$ cat src/rtl/read_operation_pkg.sv
// Shared FIFO helpers: Gray/binary conversion and the default depth constant.
package read_operation_pkg;

    localparam int FIFO_SIZE  = 4;
    localparam int FIFO_DEPTH = 1 << FIFO_SIZE;

    // Generic 32-bit versions; callers zero-extend narrower pointers and slice.
    function automatic logic [31:0] bin2gray(input logic [31:0] b);
        return b ^ (b >> 1);
    endfunction

    function automatic logic [31:0] gray2bin(input logic [31:0] g);
        logic [31:0] b;
        b[31] = g[31];
        for (int i = 30; i >= 0; i--) b[i] = b[i+1] ^ g[i];
        return b;
    endfunction

endpackage

$ cat src/rtl/read_operation_sync_w2r.sv
// Two-flop synchroniser bringing the Gray write pointer into the read clock domain.
module sync_w2r #(
    parameter int WIDTH = 5
) (
    input  logic             rclk,
    input  logic             rrst,
    input  logic [WIDTH-1:0] d,
    output logic [WIDTH-1:0] q
);

    logic [WIDTH-1:0] meta_q;
    logic [WIDTH-1:0] sync_q;

    always_ff @(posedge rclk) begin
        if (rrst) begin
            meta_q <= '0;
            sync_q <= '0;
        end else begin
            meta_q <= d;
            sync_q <= meta_q;
        end
    end

    assign q = sync_q;

endmodule

$ cat src/rtl/read_operation.sv
// Async-FIFO read side: read pointer, Gray rptr, registered empty flag.
// Optional RD_LEVEL_EN adds the registered rlevel occupancy output.
module read_operation
    import read_operation_pkg::*;
#(
    parameter int SIZE = FIFO_SIZE
) (
    input  logic            rclk,
    input  logic            rrst,
    input  logic [SIZE:0]   wptr,
    input  logic            rinc,
    output logic            rempty,
    output logic [SIZE-1:0] raddr,
    output logic [SIZE:0]   rptr
`ifdef RD_LEVEL_EN
    ,
    output logic [SIZE:0]   rlevel
`endif
);

    logic [SIZE:0] rq2_wptr;
    logic [SIZE:0] rbin_q, rbin_d;
    logic [SIZE:0] rptr_q, rgray_d;
    logic          rempty_q;
    logic [31:0]   rgray_w;
    logic          unused_gray;

    sync_w2r #(.WIDTH(SIZE + 1)) u_sync (
        .rclk (rclk),
        .rrst (rrst),
        .d    (wptr),
        .q    (rq2_wptr)
    );

    assign rbin_d      = rbin_q + {{SIZE{1'b0}}, (rinc & ~rempty_q)};
    assign rgray_w     = bin2gray(32'(rbin_d));
    assign rgray_d     = rgray_w[SIZE:0];
    assign unused_gray = ^rgray_w[31:SIZE+1];

    always_ff @(posedge rclk) begin
        if (rrst) begin
            rbin_q   <= '0;
            rptr_q   <= '0;
            rempty_q <= 1'b1;
        end else begin
            rbin_q   <= rbin_d;
            rptr_q   <= rgray_d;
            rempty_q <= (rgray_d == rq2_wptr);
        end
    end

    assign raddr  = rbin_q[SIZE-1:0];
    assign rptr   = rptr_q;
    assign rempty = rempty_q;

`ifdef RD_LEVEL_EN
    logic [31:0]   wbin_w;
    logic [SIZE:0] wbin_sync;
    logic [SIZE:0] rlevel_q;
    logic          unused_wbin;

    assign wbin_w      = gray2bin(32'(rq2_wptr));
    assign wbin_sync   = wbin_w[SIZE:0];
    assign unused_wbin = ^wbin_w[31:SIZE+1];

    // Occupancy after this edge's read, modulo the pointer range.
    always_ff @(posedge rclk) begin
        if (rrst) rlevel_q <= '0;
        else      rlevel_q <= wbin_sync - rbin_d;
    end

    assign rlevel = rlevel_q;
`endif

endmodule

$ cat config.mk
export PLATFORM = sky130hd
export DESIGN_NAME = read_operation
export DESIGN_NICKNAME = d
export VERILOG_FILES = /design/src/rtl/read_operation_pkg.sv /design/src/rtl/read_operation_sync_w2r.sv /design/src/rtl/read_operation.sv
export SDC_FILE = /design/constraint.sdc
export NUM_CORES = 1
export LEC_CHECK = 0
export BUFFER_PORTS_ARGS = -buffer_cell sky130_fd_sc_hd__buf_2
export CAP_MARGIN = 20
export CELL_PAD_IN_SITES_DETAIL_PLACEMENT = 1
export CELL_PAD_IN_SITES_GLOBAL_PLACEMENT = 2
export CORE_MARGIN = 3
export CORE_UTILIZATION = 33
export DETAILED_ROUTE_END_ITERATION = 8
export GPL_ROUTABILITY_DRIVEN = 0
export PLACE_DENSITY_LB_ADDON = 0.1
export SLEW_MARGIN = 0
export SYNTH_ARGS = -nofsm -noshare
export SYNTH_HDL_FRONTEND = slang
export SYNTH_SLANG_ARGS = --single-unit
$ cat constraint.sdc
create_clock -name rclk -period 4.4 [get_ports rclk]
set_input_delay 0.88 -clock rclk [delete_from_list [all_inputs] [get_ports rclk]]
set_output_delay 0.88 -clock rclk [all_outputs]
set_load 0.005 [all_outputs]
==> results.sh <==
export IMPL_status="completed"
export IMPL_end_kind="flop"
export IMPL_nets=99
export IMPL_synth_seq_area_share_pct=54.7
export IMPL_clkLatencyLatePin_ps=300
export IMPL_cellPowerDensity_nw_per_um2=376
export IMPL_cp_cell_sequence="buf_2 -> nor2b_1 -> ha_1 -> ha_1 -> nand3_1 -> xor2_1 -> nor2b_1 -> a22oi_1 -> o31ai_2"
export IMPL_synth_edff_count=0
export IMPL_rr_worst_depth=8
export IMPL_ys_types=16
export IMPL_cts_setup_buffers=0
export IMPL_final_area_sq_um=880
export IMPL_finalSetupTns_ps=0
export IMPL_crit_family="adder cells"
export IMPL_die_h_um=53.1
export IMPL_synthFlopType="dfxtp_1"
export IMPL_async_flop_share_pct=0
export IMPL_path_clk_slew_ps=110
export IMPL_syn_num_nets=79
export IMPL_hold_viol=0
export IMPL_post_synth_top_area_cell="dfxtp_1"
export IMPL_slew_violations=0
export IMPL_hold_start="u_sync.meta_q[0]$_SDFF_PP0_"
export IMPL_hold_end="u_sync.q[0]$_SDFF_PP0_"
export IMPL_dieArea_sq_um=2820
export IMPL_max_cap_viol_count=0
export IMPL_overflow=0
export IMPL_drt_wl_total_um=1300
export IMPL_numCtsBuffers=3
export IMPL_cts_repair_resized=0
export IMPL_crit_type="in2reg"
export IMPL_die_w_um=53.1
export IMPL_setup_viol=0
export IMPL_leakage_nw=0.404
export IMPL_cts_tree="built"
export IMPL_min_path_cells=1
export IMPL_worst_path_max_fanout=4
export IMPL_synth_common_cells="dfxtp_1 (20), nor2b_1 (14), nor2_1 (8), xnor2_1 (8), xor2_1 (4)"
export IMPL_rows=16
export IMPL_finalPower_w=0.000330
export IMPL_max_freq_mhz=440
export IMPL_via_count=496
export IMPL_cts_root_buf="clkbuf_4"
export IMPL_required_ps=4620
export IMPL_max_slew_margin_pct=77.1
export IMPL_reg2reg_slack_ps=2470
export IMPL_boundaryPins=18
export IMPL_drive_gt1_share_pct=27.3
export IMPL_cts_buffer_depth=2
export IMPL_slowest_delay_ps=320
export IMPL_path_buf_inv=1
export IMPL_diodes=0
export IMPL_placed_area_sq_um=843
export IMPL_synth_warnings=0
export IMPL_grtUsageTotal_pct=11.8
export IMPL_drtIter0Drc=0
export IMPL_cpMaxStageDelayCell="xor2_1"
export IMPL_grt_pass1_wl_um=2290
export IMPL_clkSinkCount=20
export IMPL_cp_arrival_ps=2500
export IMPL_finClkSkew_ps=2.43
export IMPL_hold_buffers=0
export IMPL_r2r_end="rempty$_SDFF_PP1_"
export IMPL_synthesis_area_sq_um=732
export IMPL_ys_seq_elements=20
export IMPL_fill_cells=250
export IMPL_antenna_found_initial=0
export IMPL_syn_inst=69
export IMPL_htreeDepth=1
export IMPL_reg2reg_from="rempty$_SDFF_PP1_"
export IMPL_avgRoutedWirePerCell_um=11.3
export IMPL_period_share_pct=51.6
export IMPL_initial_core_util_pct=36.2
export IMPL_period_needed_ps=2270
export IMPL_grt_pass1_vias=525
export IMPL_antenna_left=0
export IMPL_area_delta_synth_final_pct=20.2
export IMPL_vias_per_cell=4.31
export IMPL_tightest_slew_ps=342
export IMPL_port_buffer_count=17
export IMPL_hold_class="reg2reg"
export IMPL_synthTopCellsByArea="dfxtp_1 (55%), nor2b_1 (12%), xnor2_1 (9.6%), xor2_1 (4.8%), nor2_1 (4.1%)"
export IMPL_startpoint_type="input pin"
export IMPL_pre_cts_slack_ps=1800
export IMPL_core_area_sq_um=2020
export IMPL_yosysTopAreaCellShare_pct=54.7
export IMPL_worst_ir_drop_vdd_uv=206
export IMPL_grt_setup_unrepaired="false"
export IMPL_setup_slack_ps=2130
export IMPL_first_pass_iters=1
export IMPL_yosysMostFrequentCell="dfxtp_1"
export IMPL_grt_max_degree=20
export IMPL_drc=0
export IMPL_post_synth_cell_area_avg_sq_um=10.6
worst max-delay path by stage:
stage,startpoint,end,slack (ps),cells past startpoint
finish,rinc,rempty$_SDFF_PP1_,2130,9
global route,rinc,rempty$_SDFF_PP1_,1880,9
CTS,rinc,rempty$_SDFF_PP1_,2120,9
detailed placement,rinc,rempty$_SDFF_PP1_,1800,9
global placement,rinc,rempty$_SDFF_PP1_,1860,9
floorplan,rinc,rempty$_SDFF_PP1_,2080,8
per-layer routing:
layer | part of all wire, % | global-route usage, %
met3 | 5.5 | 3.38
met5 | 0 | 0
met4 | 0.92 | 5.11
met2 | 52 | 21.5
met1 | 42 | 12.6
worst register-to-register path, stage by stage, from the launching register on:
cell	delay, ps
dfxtp_1	330
nor2b_1	110
ha_1	200
ha_1	260
nand3_1	110
xor2_1	320
nor2b_1	190
a22oi_1	80
o31ai_2	240
per-stage QoR:
stage          cells  hold WS [ps]  utilization [%]
2_1_floorplan     69           414                -
3_3_place_gp     111           418             41.7
3_5_place_dp     111           432             41.7
4_1_cts          115           459             43.5
5_1_grt          115           472             43.5
6_report         115           451             43.5
kinds of logic after synthesis:
family / synth area share (%)
and+or+nand+nor: 21.0
DFF: 54.7
xor gates and xnor gates: 16.6
buffers and inverters: 1.54
AOI/OAI and AO/OA: 2.74
adders and majority gates: 3.42
power breakdown:
group	internal, W	total (W)	switching [W]	leakage, nW
logic	0.0000158	0.0000306	0.0000147	0.219
registers	0.000190	0.000193	0.00000317	0.164
clock network	0.0000504	0.000107	0.0000567	0.0210
sequential cells by signal, summed over array words and instances, names as in the netlist:
signal         cells
rptr               4
rbin_q             5
u_sync.meta_q      5
rempty             1
u_sync.q           5
area by class of cell:
type                       count  area, sq um  share of cell area (%)
clock buffer                   4         36.3                    4.13
inverter                       1         3.75                   0.427
multi-input combinational     46          320                    36.4
sequential                    20          400                    45.5
tap                           27         33.8                    3.84
timing repair buffer          17         85.1                    9.67
layout by cell type, fill, tap and decap left out, types with 2 or more instances in the layout:
| master | instances |
|---|---|
| nand3_1 | 2 |
| nor2b_1 | 14 |
| ha_1 | 2 |
| nand2_1 | 2 |
| clkbuf_4 | 3 |
| nor2_1 | 8 |
| xor2_1 | 4 |
| buf_2 | 17 |
| xnor2_1 | 8 |
| dfxtp_1 | 20 |
No activity file was read; power rests on OpenSTA's default activity.
